==> src/rtl/hazard_control_unit.sv <==
// rtl/hazard_control_unit.sv - pipeline hold/bubble/flush sequencing for the 6-stage core
`ifndef MEM_NONE
`define MEM_NONE 2'b00
`endif
`ifndef MEM_READ
`define MEM_READ 2'b01
`endif

module hazard_control_unit #(
  parameter int PERF_W         = 32,
  parameter int MULDIV_TIMEOUT = 64
) (
  input  logic              clk,
  input  logic              rst,
  input  logic [4:0]        decoded_rs1,
  input  logic [4:0]        decoded_rs2,
  input  logic [1:0]        de_dependency_check,
  input  logic              de_is_branch,
  input  logic              de_branch_taken,
  input  logic [4:0]        ex_rd,
  input  logic [2:0]        ex_wb_src,
  input  logic [4:0]        ex_mem_op,
  input  logic              ex_is_muldiv,
  input  logic              muldiv_done,
  input  logic [4:0]        m1_rd,
  input  logic [2:0]        m1_wb_src,
  input  logic [4:0]        m1_mem_op,
  input  logic              imem_ready,
  input  logic              dmem_ready,
  output logic              stall_if,
  output logic              stall_de,
  output logic              stall_ex,
  output logic              stall_mem,
  output logic              bubble_ex,
  output logic              bubble_m1,
  output logic              flush_de,
  output logic              stalled,
  output logic              muldiv_start,
  output logic              muldiv_abort,
  output logic [PERF_W-1:0] stall_cycles,
  output logic [PERF_W-1:0] load_use_events
);

  localparam int CNT_W = $clog2(MULDIV_TIMEOUT + 1);
  localparam logic [CNT_W-1:0] CNT_LAST = CNT_W'(MULDIV_TIMEOUT - 1);

  typedef enum logic [1:0] {S_RUN, S_DMEM_WAIT, S_MULDIV} state_t;

  state_t           state, next_state;
  logic [CNT_W-1:0] md_cnt;
  logic             rst_d, lu_prev;
  logic             lu_now, cnt_clr, cnt_inc, run_eval;
  logic             haz1, haz2, ex_load, m1_load, load_use, dmem_wait, muldiv_req;

  wire unused_fields = ^{ex_wb_src[1:0], ex_mem_op[2:0], m1_wb_src[1:0], m1_mem_op[2:0]};

  assign haz1    = de_dependency_check[0] | de_is_branch;
  assign haz2    = de_dependency_check[1] | de_is_branch;
  assign ex_load = ex_wb_src[2] && (ex_mem_op[4:3] == `MEM_READ) && (ex_rd != 5'd0);
  assign m1_load = m1_wb_src[2] && (m1_mem_op[4:3] == `MEM_READ) && (m1_rd != 5'd0);

  // A branch resolves in DE, so it must also wait out a load that has only reached M1.
  assign load_use = (ex_load && ((haz1 && ex_rd == decoded_rs1) || (haz2 && ex_rd == decoded_rs2)))
                 || (de_is_branch && m1_load && (m1_rd == decoded_rs1 || m1_rd == decoded_rs2));
  assign dmem_wait  = (m1_mem_op[4:3] != `MEM_NONE) && !dmem_ready;
  assign muldiv_req = ex_is_muldiv && !muldiv_done;

  always_comb begin
    next_state   = state;
    stall_if     = 1'b0;
    stall_de     = 1'b0;
    stall_ex     = 1'b0;
    stall_mem    = 1'b0;
    bubble_ex    = 1'b0;
    bubble_m1    = 1'b0;
    flush_de     = 1'b0;
    muldiv_start = 1'b0;
    muldiv_abort = 1'b0;
    lu_now       = 1'b0;
    cnt_clr      = 1'b0;
    cnt_inc      = 1'b0;
    run_eval     = 1'b0;

    // Outputs stay quiet while reset is held and for the cycle after it.
    if (rst || rst_d) begin
      next_state = S_RUN;
    end else begin
      case (state)
        S_MULDIV: begin
          if (muldiv_done) begin
            run_eval = 1'b1;
          end else if (md_cnt == CNT_LAST) begin
            muldiv_abort = 1'b1;
            next_state   = S_RUN;
          end else begin
            stall_if  = 1'b1;
            stall_de  = 1'b1;
            stall_ex  = 1'b1;
            bubble_m1 = 1'b1;
            cnt_inc   = 1'b1;
          end
        end
        S_DMEM_WAIT: begin
          if (dmem_ready) begin
            run_eval = 1'b1;
          end else begin
            stall_if  = 1'b1;
            stall_de  = 1'b1;
            stall_ex  = 1'b1;
            stall_mem = 1'b1;
          end
        end
        default: run_eval = 1'b1;
      endcase

      // Exit cycles from the wait states advance the pipeline, so they share the run decode.
      if (run_eval) begin
        next_state = S_RUN;
        if (dmem_wait) begin
          stall_if   = 1'b1;
          stall_de   = 1'b1;
          stall_ex   = 1'b1;
          stall_mem  = 1'b1;
          next_state = S_DMEM_WAIT;
        end else if (muldiv_req) begin
          muldiv_start = 1'b1;
          stall_if     = 1'b1;
          stall_de     = 1'b1;
          stall_ex     = 1'b1;
          bubble_m1    = 1'b1;
          cnt_clr      = 1'b1;
          next_state   = S_MULDIV;
        end else if (load_use) begin
          stall_if  = 1'b1;
          stall_de  = 1'b1;
          bubble_ex = 1'b1;
          lu_now    = 1'b1;
        end else if (!imem_ready) begin
          stall_if = 1'b1;
          flush_de = 1'b1;
        end else if (de_branch_taken) begin
          flush_de = 1'b1;
        end
      end
    end
  end

  assign stalled = stall_de;

  always_ff @(posedge clk) begin
    rst_d <= rst;
    if (rst) begin
      state           <= S_RUN;
      md_cnt          <= '0;
      lu_prev         <= 1'b0;
      stall_cycles    <= '0;
      load_use_events <= '0;
    end else begin
      state   <= next_state;
      lu_prev <= lu_now;
      if (cnt_clr)
        md_cnt <= '0;
      else if (cnt_inc)
        md_cnt <= md_cnt + 1'b1;
      if (stall_de)
        stall_cycles <= stall_cycles + 1'b1;
      if (lu_now && !lu_prev)
        load_use_events <= load_use_events + 1'b1;
    end
  end

endmodule
==> config.mk <==
export PLATFORM = sky130hd
export DESIGN_NAME = hazard_control_unit
export DESIGN_NICKNAME = d
export VERILOG_FILES = /design/src/rtl/hazard_control_unit.sv
export SDC_FILE = /design/constraint.sdc
export NUM_CORES = 1
export LEC_CHECK = 0
export BUFFER_PORTS_ARGS = -buffer_cell sky130_fd_sc_hd__clkbuf_2
export CORE_AREA = 10 10 104 106
export DETAILED_ROUTE_END_ITERATION = 7
export DIE_AREA = 0 0 114 116
export PLACE_DENSITY = 0.78
export SLEW_MARGIN = 10
export SYNTH_ARGS = -nofsm -noshare
export SYNTH_HDL_FRONTEND = slang
export SYNTH_SLANG_ARGS = --single-unit
==> constraint.sdc <==
create_clock -name clk -period 5.3 [get_ports clk]
set_input_delay 0.795 -clock clk [delete_from_list [all_inputs] [get_ports clk]]
set_output_delay 0.795 -clock clk [all_outputs]
set_load 0.01 [all_outputs]
==> impl_metrics.csv <==
group,metric,value,unit
setup_path,crit_path_start,"state[0]$_SDFFE_PP0P_",
setup_path,start_kind,"register",
global_routing,grt_pass1_vias,4334,
placed_design,port_buffers,109,
global_routing,overflow,0,
pwr,intPower,0.000786,W
yosys,syn_nets,581,
sta,period_share,0.577,
finish,final_common_cell,"clkbuf_2",
setup_path,crit_required,4510,ps
hold_path,whs_endpoint,"md_cnt[6]$_SDFFE_PP0P_",
pwr,power.total,0.00108,W
hold_path,min_path_cells,2,
die,dieWidth,114,um
setup_path,worst-endpoint-arrival,2270,ps
yosys,synthCells,530,
yosys,netlist_area,4460,um2
cts,path_clk_slew,80,ps
placed_design,placed_area,4990,um2
setup_path,cp_max_fo,5,
yosys,yosysSeqAreaShare,0.337,
setup_path,rrSetupSlack,2360,ps
die,io_pins,120,
sta,finClkSkew,12.0,ps
setup_path,crit_top_cell,"a21oi_1",
die,row_count,34,
setup_path,cp.depth,8,
run_status,outcome,"finished clean",
pwr,peakVddDrop,0.153,mV
cts,cts_buffers,9,
setup_path,crit_buf_inv,2,
sta,setup_slack,2240,ps
finish,layout_common_cells,"109 x clkbuf_2, 75 x dfxtp_1, 44 x a21oi_1, 40 x nor2_1, 30 x nand3_1",
sta,period_minus_slack,3060,ps
global_routing,grt_usage,0.181,
yosys,synthFlopType,"dfxtp_1",
setup_path,crit_family,"compound AO/OA/AOI/OAI gates",
pwr,seqPwrFrac,0.523,
cts,cts_num_sinks,75,
pwr,p_switching,0.000298,W
finish,drive_gt1_frac,0.245,
global_routing,grt_pass1_wl,20.4,mm
setup_path,rr_endpoint,"load_use_events[24]$_SDFFE_PP0P_",
global_routing,grt_max_degree,90,
sta,setup_viol,0,
die,die_h,116,um
pwr,pwr-share-clk,0.378,
setup_path,cp_cell_sequence,"inv_1 > ha_1 > a221o_1 > nand3_1 > a21oi_1 > o221a_2 > a21oi_1 > clkbuf_2",
pwr,powerDensity,208,nW/um2
global_routing,antenna_found_initial,0,
sta,relSlewSlack,0.335,
die,core_region_area,8680,um2
placed_design,dp_hpwl,8.68,mm
setup_path,reg2reg_from,"state[0]$_SDFFE_PP0P_",
setup_path,setup.worst_path.class,"register to output port",
pwr,p_comb_frac,0.100,
finish,nNetsFinal,671,
yosys,synth_edf_count,0,
pwr,swShare,0.275,
hold_path,hold_path_class,"register to register",
detailed_routing,drc,0,
cts,htreeDepth,3,
die,start_util,0.514,
yosys,synth_area_per_cell,8.41,um2
detailed_routing,dr.pass1.iters,5,
yosys,synth_area_leaders,"dfxtp_1 34%, a21oi_1 4.9%, o31ai_1 4.4%, mux2_1 4.3%, or4_1 4.2%",
cts,postCtsSetupRepairBufs,0,
yosys,yosys_warnings,0,
yosys,ys_seq_elements,75,
detailed_routing,wl_per_cell,16.5,um
yosys,async_flop_share,0,
cts,ctsResizeCount,0,
sta,max_clock_freq,327,MHz
finish,diodes,0,
detailed_routing,drt_wl_total,12.1,mm
die,dieArea,13200,um2
sta,final_max_slew_viol_count,0,
detailed_routing,drt.antenna.violating_nets,0,
placed_design,place.gp.congestion,0.805,
cts,cts-root-buf,"clkbuf_8",
setup_path,end_kind,"output port",
yosys,synth_cell_types,57,
yosys,yosysTopAreaCell,"dfxtp_1",
setup_path,critPathMaxStageDelay,360,ps
finish,syn_to_final_growth,16.6,%
finish,final_area,5200,um2
cts,clk_latency,350,ps
pwr,cellLeakagePower,1.98,nW
hold_path,hp-start,"md_cnt[6]$_SDFFE_PP0P_",
sta,hold_violations,0,
setup_path,r2r_cells,8,
detailed_routing,dr.first_iter.drc_count,311,
setup_path,slowest_stage,"dfxtp_1",
yosys,synth_top_area_share,0.337,
job,maxCapViolCount,0,
placed_design,pre_cts_ws,1950,ps
sta,fin_tns_setup,0,ps
finish,fill_cells,800,
sta,rsz0062_at_grt,"false",
cts,clk_path_buf_depth,2,
detailed_routing,vias_per_cell,6.08,
detailed_routing,vias,4456,
cts,tritoncts,"yes",
sta,tightest_slew,998,ps
cts,hold_buffers,0,
flip-flops by register name, summed over array words and instances, names as in the netlist:
signal,count
load_use_events,32
stall_cycles,32
md_cnt,7
state,2
lu_prev,1
rst_d,1
power groups by stage:
stage / Combinational (W) / Sequential, W / Clock, W
floorplan: 0.0000703 / 0.000579 / 0
global placement: 0.0000999 / 0.000579 / 0
detailed placement: 0.000104 / 0.000580 / 0
CTS: 0.000105 / 0.000566 / 0.000417
global route: 0.000119 / 0.000567 / 0.000438
finish: 0.000108 / 0.000566 / 0.000409
kinds of logic after synthesis:
family | synth area share
fa+ha+maj | 0.0140
xor+xnor | 0.0511
mux | 0.0651
buf+inv | 0.0519
flops | 0.337
compound gates | 0.171
simple gates | 0.310
synth_stat cells (all sizes together) (7+ instances only):
cell,instances
dfxtp,75
a21oi,44
nor2,41
nand3,30
nor2b,27
nand2,26
o31ai,26
or4,26
mux2,24
xnor2,21
clkbuf,18
nand4,18
buf,15
inv,15
nor3,15
nor4,13
o21ai,10
and3,9
or3,8
and4,7
worst register-to-register path: stages, from the launching register on:
cell     delay, ps
dfxtp_1        360
inv_1           60
ha_1           330
a221o_1        340
nand4_1        260
nor3_2          90
a22oi_4        820
nor4_1         200
mux2_1         360
area by class of cell:
cell class / instances / area, um2 / share of cell area
clock buffers: 10 / 138 / 0.0265
clock inverters: 6 / 41.3 / 0.00795
inverters: 15 / 56.3 / 0.0108
multi-input cells: 407 / 2740 / 0.527
flip-flops and latches: 75 / 1500 / 0.289
well taps: 108 / 135 / 0.0260
repair buffers: 112 / 588 / 0.113
through the flow:
step | utilization | std cells | hold slack, ps
after CTS | 0.596 | 732 | 455
after floorplan | - | 530 | 417
after global routing | 0.599 | 733 | 464
after detailed placement | 0.575 | 716 | 440
after global placement | 0.575 | 716 | 427
final | 0.599 | 733 | 464
metal layers:
metal / up-vias / track usage / wire length, um
met5: - / 0 / 0
met4: 0 / 0.0718 / 218
met3: 19 / 0.0527 / 800
met2: 138 / 0.315 / 6240
met1: 2137 / 0.203 / 4830
li1: 2162 / - / -
how the worst max path moves through the flow:
stage / to
floorplan: stalled
global placement: load_use_events[24]$_SDFFE_PP0P_
detailed placement: load_use_events[22]$_SDFFE_PP0P_
CTS: stall_de
global route: stalled
finish: stall_if
Note: power is estimated with default switching activity, not from simulation.
